## config.mk

```make
export PLATFORM = sky130hd
export DESIGN_NAME = compress_seq
export DESIGN_NICKNAME = d
export VERILOG_FILES = /design/src/rtl/compress_seq.sv
export SDC_FILE = /design/constraint.sdc
export NUM_CORES = 1
export LEC_CHECK = 0
export ABC_AREA = 1
export BUFFER_PORTS_ARGS = -buffer_cell sky130_fd_sc_hd__buf_2
export CORE_MARGIN = 2
export CORE_UTILIZATION = 52
export DETAILED_ROUTE_END_ITERATION = 12
export GPL_TIMING_DRIVEN = 0
export MAX_ROUTING_LAYER = met4
export PLACE_DENSITY = 0.76
export SLEW_MARGIN = 30
export SYNTH_ARGS = -nofsm -noshare
export SYNTH_HDL_FRONTEND = slang
export SYNTH_SLANG_ARGS = --single-unit
```

## constraint.sdc

```tcl
create_clock -name test_clk -period 2.2 [get_ports test_clk]
set_clock_uncertainty 0.2 [all_clocks]
set_input_delay 0.22 -clock test_clk [delete_from_list [all_inputs] [get_ports test_clk]]
set_output_delay 0.22 -clock test_clk [all_outputs]
set_load 0.02 [all_outputs]
```

## src/rtl/compress_seq.sv

```systemverilog
// compress_seq: linear 14-bit sample to G.711 u-law/A-law code by sequential segment search; ports test_clk, reset_n (sync, active low), sin/law/in_valid/in_ready in, sout/out_valid/out_ready out, clip only with COMPRESS_CLIP_FLAG_EN
module compress_seq (
  input  logic        test_clk,
  input  logic        reset_n,
  input  logic [13:0] sin,
  input  logic        law,
  input  logic        in_valid,
  output logic        in_ready,
  output logic [7:0]  sout,
  output logic        out_valid,
  input  logic        out_ready
`ifdef COMPRESS_CLIP_FLAG_EN
  ,output logic       clip
`endif
);
  typedef enum logic [1:0] {IDLE, SEARCH, DONE} state_t;
  state_t state, state_nx;
  logic neg, alaw, busy;
  logic [12:0] w, mag, w_load;
  logic [13:0] sum;
  logic [2:0] k, e;
  logic [7:0] code;
  always_comb begin
    mag = sin[13] ? ~sin[12:0] : sin[12:0];
    sum = {1'b0, mag} + 14'd33;
    w_load = law ? {2'b00, mag[12:2]} : (sum[13] ? 13'h1fff : sum[12:0]);
    busy = alaw ? (w >= 13'd32) : (w >= 13'd64);
    e = k + {2'b00, w >= 13'd16};
    code = alaw ? ({~neg, e, w[3:0]} ^ 8'h55) : {~neg, 3'd7 - k, ~w[4:1]};
    in_ready = state == IDLE;
    out_valid = state == DONE;
    state_nx = state == IDLE ? (in_valid ? SEARCH : IDLE) :
               state == SEARCH ? (busy ? SEARCH : DONE) :
               (out_ready ? IDLE : DONE);
  end
  always_ff @(posedge test_clk) begin
    if (!reset_n) begin
      state <= IDLE;
      sout <= 8'h00;
`ifdef COMPRESS_CLIP_FLAG_EN
      clip <= 1'b0;
`endif
    end else begin
      state <= state_nx;
      if (state == IDLE && in_valid) begin
        neg <= sin[13];
        alaw <= law;
        w <= w_load;
        k <= 3'd0;
`ifdef COMPRESS_CLIP_FLAG_EN
        clip <= !law && sum[13];
`endif
      end else if (state == SEARCH) begin
        if (busy) begin
          w <= w >> 1;
          k <= k + 3'd1;
        end else sout <= code;
      end
    end
  end
endmodule

```

==> results of run 1 <==
## through the flow
| stage | power [mW] | instance area (um^2) |
|---|---|---|
| global placement | 0.932 | 2370 |
| CTS | 1.34 | 2450 |
| detailed placement | 0.938 | 2370 |
| global route | 1.41 | 2470 |
| finish | 1.34 | 2470 |
| floorplan | 0.859 | 2170 |
## power by group
| group | total, mW | internal [mW] | switching, mW |
|---|---|---|---|
| Combinational | 0.320 | 0.119 | 0.202 |
| Sequential | 0.615 | 0.598 | 0.0170 |
| Clock | 0.401 | 0.244 | 0.157 |
## logic make-up (layout without fill, tap and decap cells)
family / count (synthesis) / in the layout / synth area share, %
AO/OA/AOI/OAI: 38 / 38 / 9.00
XOR/XNOR: 4 / 4 / 1.63
adder cells (fa/ha/maj): 4 / 4 / 2.32
buffers and inverters: 46 / 80 / 9.92
flip-flops: 28 / 28 / 34.4
multiplexers: 3 / 3 / 1.57
AND/OR/NAND/NOR: 183 / 183 / 41.2
## registers in the layout, indices dropped and copies added, names as in the netlist
signal,cells
k,3
state,2
neg,1
sout,8
alaw,1
w,13
## cells in the final DEF (no fill, tap or decap), drive strengths merged, types with 3 or more instances in the layout
master    n
a21oi    13
buf      34
clkbuf    6
dfxtp    10
edfxtp   18
ha        4
inv      38
mux2      3
nand2   118
nand3    20
nand4     3
nor2     39
o21ai    25
## worst min-delay path, stage by stage
cell    delay (ns)
buf_2         0.07
nor2_1        0.03
nor2_1        0.10
nor2_1        0.05
## final timing paths
path | depth (start not counted) | from | endpoint
setup / recovery | 6 | w[8]$_DFFE_PP_ | sout[5]$_SDFFE_PN0P_
setup reg to reg | 6 | w[8]$_DFFE_PP_ | sout[5]$_SDFFE_PN0P_
hold reg to reg | 1 | neg$_DFFE_PP_ | sout[7]$_SDFFE_PN0P_
hold / removal | 4 | out_ready | state[1]$_SDFF_PP0_
## repair_timing
action / in CTS / in global routing
hold endpoints to repair: 1 / 0
setup endpoints to repair: 0 / 16
hold buffers: 1 / 0
setup buffers: 0 / 1
## layout make-up
cell class | instances | area (um^2) | area share, %
inverter | 38 | 150 | 6.08
buffer | 8 | 63.8 | 2.58
timing repair buffer | 30 | 170 | 6.89
sequential | 28 | 741 | 30.0
tap | 50 | 62.6 | 2.53
multi-input combinational | 232 | 1210 | 49.1
clock buffer | 3 | 41.3 | 1.67
clock inverter | 1 | 30.0 | 1.22
## metal layers
layer | share of wire [%] | wire length, um | vias to the layer above
met5 | 0 | 0 | -
met2 | 51 | 2230 | 47
li1 | - | - | 1038
met4 | 0.59 | 26 | 0
met3 | 3.3 | 145 | 2
met1 | 45 | 2000 | 907
==> results.yml, run 1 <==
global_routing:
  grt_use_met3_pct: 2.96
  grt_pass1_wl_mm: 7.49
  grt.total_usage_pct: 21.6
  grt-busiest-layer: "met2"
  grt_util_met2_pct: 37.9
  grt_pass1_vias: 1778
  antenna_found_initial: 0
  met1_usage_pct: 25.5
  grt_max_degree: 17
  grt_remaining_overflow: 0
synth:
  synth_edf_count: 18
  ys.flop_type: "edfxtp_1"
  yosys_register_bits: 28
  ys_seq_area_share_pct: 34.4
  syn_inst: 306
  async_flop_share_pct: 0
  netlist_area_um2: 2160
  synth_top_area_share_pct: 25.1
  yosysWarnings: 0
  syn-num-nets: 329
  synth_area_leaders: "edfxtp_1 25%, nand2_1 16%, dfxtp_1 9.3%, inv_1 6.3%, nand2_4 6.3%"
  synth_cell_types: 28
  synth_most_common_cell: "nand2_1"
  synth_area_leader_cell: "edfxtp_1"
  yosys-top-cells-count: "92 x nand2_1, 36 x inv_1, 34 x nor2_1"
  synth.avg_cell_area_um2: 7.05
placement:
  gp_congestion: 0.943
  dp_slack_ns: 0.0351
  hpwl_mm: 3.49
  portBuffers: 28
  place_inst: 384
routing:
  drtIter0Drc: 80
  drt.antenna.violating_nets: 0
  drt_first_pass_iters: 4
  wirelength_mm: 4.41
  num_vias: 1994
  remaining_drc_errors: 0
  avgRoutedWirePerCell_um: 11.3
  vias_per_cell: 5.11
floorplanning:
  ios: 29
  start_util_pct: 53.9
  die_area_um2: 4680
  core_area_um2: 4000
  num_rows: 23
  dieHeight_um: 68.4
  die_x_um: 68.4
cells_and_area:
  layout.cells.non_filler: 390
  antenna_cells: 0
  final_layout_size_suffix_gt1_share_pct: 22.9
  area_growth_pct: 14.6
  nets: 364
  fin_util_pct: 61.8
  nFillCells: 373
clocking:
  cts_made_buffers: 3
  cts_tree: "yes"
  htreeDepth: 1
  cts_root_buf: "clkbuf_8"
  post_cts_resized: 0
  clock_path_buffers: 2
  clock_sinks: 28
  clkLatencyLatePin_ns: 0.27
  path_clk_slew_ns: 0.10
setup_path:
  path_max_fanout: 2
  r2r_slack_ns: 0.26
  cp.required_ns: 2.16
  critPathMaxStageDelay_ns: 0.40
  path_delay_family: "simple AND/OR/NAND/NOR gates"
  cp.buffers_inverters: 0
  cp_cell_sequence: "nor3_1, nand4_1, ha_1, ha_1, a21oi_1, a21oi_1"
  crit_type: "flip-flop to flip-flop"
  startpoint_type: "flip-flop"
  arrival_ns: 1.90
  slowest_stage: "edfxtp_1"
  worstSetupEndpointType: "flip-flop"
sta:
  fin_crit_ns: 1.94
  fin_crit_sh_pct: 88.3
  timing.fmax_ghz: 0.515
  hold_viol_final: 0
  setup_violations: 0
  setup_tns_ns: 0
  slew_headroom_pct: 69.6
  finalWorstSetupSlack_ns: 0.257
  hold_slack_ns: 0.0414
  grt_setup_unrepaired: "no"
  slew_viol_final: 0
  worst_pin_slew_ns: 0.457
run:
  maxCapViolations: 0
power:
  p_per_area_nw_per_um2: 541
  p_leak_nw: 1.24
  vdd_drop_max_v: 0.000269
min_path:
  hold_path.class: "input pin to flip-flop"
run_status:
  outcome: "finished clean"
(Power assumes the default switching activity.)
==> run 2: changes to the inputs <==
Settings changed: PLACE_DENSITY 0.76 to 0.75.
==> results.yml, run 2 (synthesis results as in run 1) <==
global_routing:
  grt.total_usage_pct: 20.5
  grt_remaining_overflow: 0
  grt_pass1_wl_mm: 7.08
  antenna_found_initial: 0
  grt_pass1_vias: 1678
  grt_max_degree: 17
routing:
  drt_first_pass_iters: 4
  num_vias: 1944
  drtIter0Drc: 92
  remaining_drc_errors: 0
  drt.antenna.violating_nets: 0
  wirelength_mm: 4.40
  avgRoutedWirePerCell_um: 11.3
  vias_per_cell: 4.98
clocking:
  clock_path_buffers: 2
  cts_tree: "yes"
  path_clk_slew_ns: 0.09
  cts_made_buffers: 3
  clkLatencyLatePin_ns: 0.27
  clock_sinks: 28
  htreeDepth: 1
  post_cts_resized: 0
  cts_root_buf: "clkbuf_8"
sta:
  finalWorstSetupSlack_ns: 0.307
  fin_crit_ns: 1.89
  fin_crit_sh_pct: 86.0
  grt_setup_unrepaired: "no"
  setup_tns_ns: 0
  hold_viol_final: 0
  worst_pin_slew_ns: 0.457
  slew_headroom_pct: 69.6
  timing.fmax_ghz: 0.528
  setup_violations: 0
  slew_viol_final: 0
min_path:
  whs_endpoint: "state[1]$_SDFF_PP0_"
  hold_path.class: "input pin to flip-flop"
  hold_start: "out_ready"
  min_path_cells: 4
power:
  vdd_drop_max_v: 0.000261
  power.total_mw: 1.33
  p_per_area_nw_per_um2: 539
  p_leak_nw: 1.24
placement:
  hpwl_mm: 3.45
  dp_slack_ns: 0.0389
  portBuffers: 28
  gp_congestion: 0.920
  place_inst: 384
setup_path:
  reg2reg_from: "w[8]$_DFFE_PP_"
  cp.buffers_inverters: 0
  cp_cell_sequence: "nor3_1, nand4_1, ha_1, ha_1, a21oi_1, a21oi_1"
  startpoint_type: "flip-flop"
  slowest_stage: "edfxtp_1"
  worstSetupEndpointType: "flip-flop"
  reg2regPathDepth: 6
  path_delay_family: "adder cells"
  cp.required_ns: 2.16
  arrival_ns: 1.85
  r2r-end: "sout[5]$_SDFFE_PN0P_"
  path_max_fanout: 2
  critPathMaxStageDelay_ns: 0.40
  crit_type: "flip-flop to flip-flop"
  r2r_slack_ns: 0.31
cells_and_area:
  final_layout_size_suffix_gt1_share_pct: 22.9
  top_register: "w"
  nets: 364
  reg_top3: "w (13), sout (8), k (3)"
  fin_util_pct: 61.8
  layout.cells.non_filler: 390
  final_common_cell: "nand2_1"
  largest_register_ffs: 13
  area_growth_pct: 14.6
  final_cell_mix: "92 x nand2_1, 36 x inv_1, 34 x nor2_1"
  antenna_cells: 0
floorplanning:
  dieHeight_um: 68.4
  die_area_um2: 4680
  core_area_um2: 4000
  ios: 29
  die_x_um: 68.4
  start_util_pct: 53.9
  num_rows: 23
run_status:
  outcome: "finished clean"
run:
  maxCapViolations: 0
==> run 2: timing repair <==
action / in CTS / in global routing
endpoints found under the setup margin: 0 / 16
setup buffers: 0 / 1
hold buffers: 1 / 0
endpoints found under the hold margin: 1 / 0
==> run 2: worst max path at each step <==
| stage | startpoint | to | slack, ns | cells after the start |
|---|---|---|---|---|
| floorplan | state[0]$_SDFF_PN0_ | k[0]$_SDFFCE_PP0P_ | 0.11 | 4 |
| global placement | sin[13] | w[6]$_DFFE_PP_ | 0.04 | 14 |
| detailed placement | sin[13] | w[10]$_DFFE_PP_ | 0.04 | 15 |
| CTS | state[0]$_SDFF_PN0_ | k[1]$_SDFFCE_PP0P_ | 0.11 | 4 |
| global route | w[7]$_DFFE_PP_ | sout[5]$_SDFFE_PN0P_ | 0.13 | 6 |
| finish | w[8]$_DFFE_PP_ | sout[5]$_SDFFE_PN0P_ | 0.31 | 6 |
==> run 2: layout make-up <==
type	count	area, um^2
clock buffers	3	41.3
well taps	50	62.6
flip-flops and latches	28	741
inverters	38	150
plain buffers	8	63.8
fillers	396	1530
repair buffers	30	170
multi-input cells	232	1210
clock inverters	1	30.0
==> run 2: metal layers <==
metal  vias up  routed length [um]  GRT usage [%]
li1       1039                   -              -
met1       872                2000           23.9
met2        31                2240           38.1
met3         2                 132           1.97
met4         0                  31           4.00
met5         -                   0              -
==> run 2: worst reg2reg max path, cell delays in order, from the launching register on <==
cell and delay, ns:
edfxtp_1 0.40, nor3_1 0.30, nand4_1 0.17, ha_1 0.22
ha_1 0.26, a21oi_1 0.16, a21oi_1 0.08
==> run 2: stage by stage <==
step / instance area, um^2 / hold slack (ns)
2_1_floorplan: 2170 / 0.119
3_3_place_gp: 2370 / 0.202
3_5_place_dp: 2370 / 0.220
4_1_cts: 2450 / 0.0264
5_1_grt: 2470 / 0.0504
6_report: 2470 / 0.0297
==> run 2: report_power, final <==
group | switching (mW) | internal, mW
clock | 0.152 | 0.243
sequential | 0.0169 | 0.598
combinational | 0.202 | 0.118
==> run 3: changes to the inputs <==
==> constraint.sdc (replaced) <==
create_clock -name test_clk -period 2.2 [get_ports test_clk]
set_clock_uncertainty 0.2 [all_clocks]
set_input_delay 0.44 -clock test_clk [delete_from_list [all_inputs] [get_ports test_clk]]
set_output_delay 0.44 -clock test_clk [all_outputs]
set_load 0.02 [all_outputs]
==> results.yml, run 3 (synthesis results as in run 1) <==
setup_path:
  r2r-end: "sout[5]$_SDFFE_PN0P_"
  cp_cell_sequence: "buf_2, buf_6, inv_8, nand2_1, nand2_2, ha_1, inv_1, nor2_2, nand2_2, nand2_4, nand3_1, nand2_1, nand2_1, nand2_1, nand2_1"
  reg2reg_from: "w[8]$_DFFE_PP_"
  worstSetupEndpointType: "flip-flop"
  cpMostUsedCell: "nand2_1"
  slowest_stage: "ha_1"
  critPathLaunch: "sin[13]"
  worstSetupEndpoint: "w[10]$_DFFE_PP_"
  path_max_fanout: 8
  arrival_ns: 1.83
  path_delay_family: "simple AND/OR/NAND/NOR gates"
  r2r_slack_ns: 0.30
  critPathMaxStageDelay_ns: 0.20
  reg2regPathDepth: 6
  cp_num_cells: 15
  cp.buffers_inverters: 4
  startpoint_type: "input pin"
  crit_type: "input pin to flip-flop"
  cp.required_ns: 2.04
placement:
  placed_area_um2: 2370
  dp_slack_ns: -0.181
  gp_congestion: 0.920
  hpwl_mm: 3.45
  portBuffers: 28
floorplanning:
  die_x_um: 68.4
  start_util_pct: 53.9
  num_rows: 23
  die_area_um2: 4680
  core_area_um2: 4000
  ios: 29
  dieHeight_um: 68.4
cells_and_area:
  final_cell_mix: "90 x nand2_1, 36 x inv_1, 33 x nor2_1"
  final_layout_size_suffix_gt1_share_pct: 23.9
  final_common_cell: "nand2_1"
  finalInstanceArea_um2: 2470
  top_register: "w"
  reg_top3: "w (13), sout (8), k (3)"
  nets: 363
  largest_register_ffs: 13
  area_growth_pct: 14.5
  antenna_cells: 0
run:
  maxCapViolations: 0
power:
  switching_power_mw: 0.373
  p_per_area_nw_per_um2: 540
  swShare_pct: 28.0
  p_int_mw: 0.960
  p_leak_nw: 1.24
  seqPwrFrac_pct: 46.2
  vdd_drop_max_v: 0.000261
  p_clk_share_pct: 29.7
  p_comb_share_pct: 24.1
  power.total_mw: 1.33
sta:
  finalWorstSetupSlack_ns: 0.202
  fin_crit_sh_pct: 90.8
  slew_headroom_pct: 69.5
  timing.fmax_ghz: 0.501
  setup_tns_ns: 0
  grt_setup_unrepaired: "no"
  worst_pin_slew_ns: 0.457
  hold_slack_ns: 0.198
  setup_violations: 0
  fin_crit_ns: 2.00
  hold_viol_final: 0
  slew_viol_final: 0
min_path:
  hold_path.class: "input pin to flip-flop"
  min_path_cells: 1
clocking:
  cts_made_buffers: 3
  clkLatencyLatePin_ns: 0.27
  cts_tree: "yes"
  cts_root_buf: "clkbuf_8"
  clock_path_buffers: 2
  clock_sinks: 28
  htreeDepth: 1
  path_clk_slew_ns: 0.09
routing:
  avgRoutedWirePerCell_um: 11.3
  drtIter0Drc: 92
  wirelength_mm: 4.40
  drt_first_pass_iters: 4
  drt.antenna.violating_nets: 0
  remaining_drc_errors: 0
  vias_per_cell: 4.99
  num_vias: 1943
global_routing:
  grt_max_degree: 17
  antenna_found_initial: 0
  grt_remaining_overflow: 0
  grt_pass1_wl_mm: 7.07
  grt.total_usage_pct: 20.5
  grt_pass1_vias: 1672
run_status:
  outcome: "finished clean"
## run 3: cell types whose count changed in the layout (fill, tap and decap cells not counted)
| cell | delta |
|---|---|
| dlygate4sd3_1 | -1 |
| nor2_2 | +1 |
| nand2_1 | -2 |
| nand2_2 | +2 |
| nor2_1 | -1 |
## run 3: metrics by stage
step	utilization, %	instances
floorplan	-	306
global placement	59.2	384
detailed placement	59.2	384
CTS	61.0	388
global route	61.7	389
finish	61.7	389
## run 3: cell type report
cell class,instances,area (um^2)
inverter,38,150
fill,396,1530
buffer,8,63.8
timing repair buffer,29,160
multi-input combinational,232,1220
clock buffer,3,41.3
clock inverter,1,30.0
tap,50,62.6
sequential,28,741
## run 3: repair_timing
item | CTS | global route
resized for setup | 0 | 3
setup buffers | 0 | 1
hold buffers | 0 | 0
endpoints found under the setup margin | 0 | 20
## run 3: worst min path at each step
stage | slack [ns] | startpoint | endpoint
3_3_place_gp | 0.20 | neg$_DFFE_PP_ | sout[7]$_SDFFE_PN0P_
4_1_cts | 0.19 | sin[13] | neg$_DFFE_PP_
5_1_grt | 0.19 | sin[13] | neg$_DFFE_PP_
6_report | 0.20 | sin[13] | neg$_DFFE_PP_
3_5_place_dp | 0.22 | neg$_DFFE_PP_ | sout[7]$_SDFFE_PN0P_
2_1_floorplan | 0.20 | neg$_DFFE_PP_ | sout[7]$_SDFFE_PN0P_
## run 3: worst register-to-register path: cells and delay by family, from the launching register on
kind | cells | cell delay, ns
fa+ha+maj | 2 | 0.48
compound gates | 2 | 0.24
flops | 1 | 0.40
simple gates | 2 | 0.48
## run 3: power by group through the flow
stage / Combinational [mW] / Sequential [mW] / Clock (mW)
after floorplan: 0.235 / 0.624 / 0
after global placement: 0.308 / 0.626 / 0
after detailed placement: 0.311 / 0.627 / 0
after CTS: 0.313 / 0.616 / 0.404
after global routing: 0.365 / 0.618 / 0.427
final: 0.321 / 0.615 / 0.396
## run 3: layer usage
metal	global-route usage, %	up-vias	part of all wire, %
li1	-	1037	-
met5	-	-	0
met1	23.9	866	45
met2	38.1	38	51
met3	1.97	2	3.2
met4	4.00	0	0.70
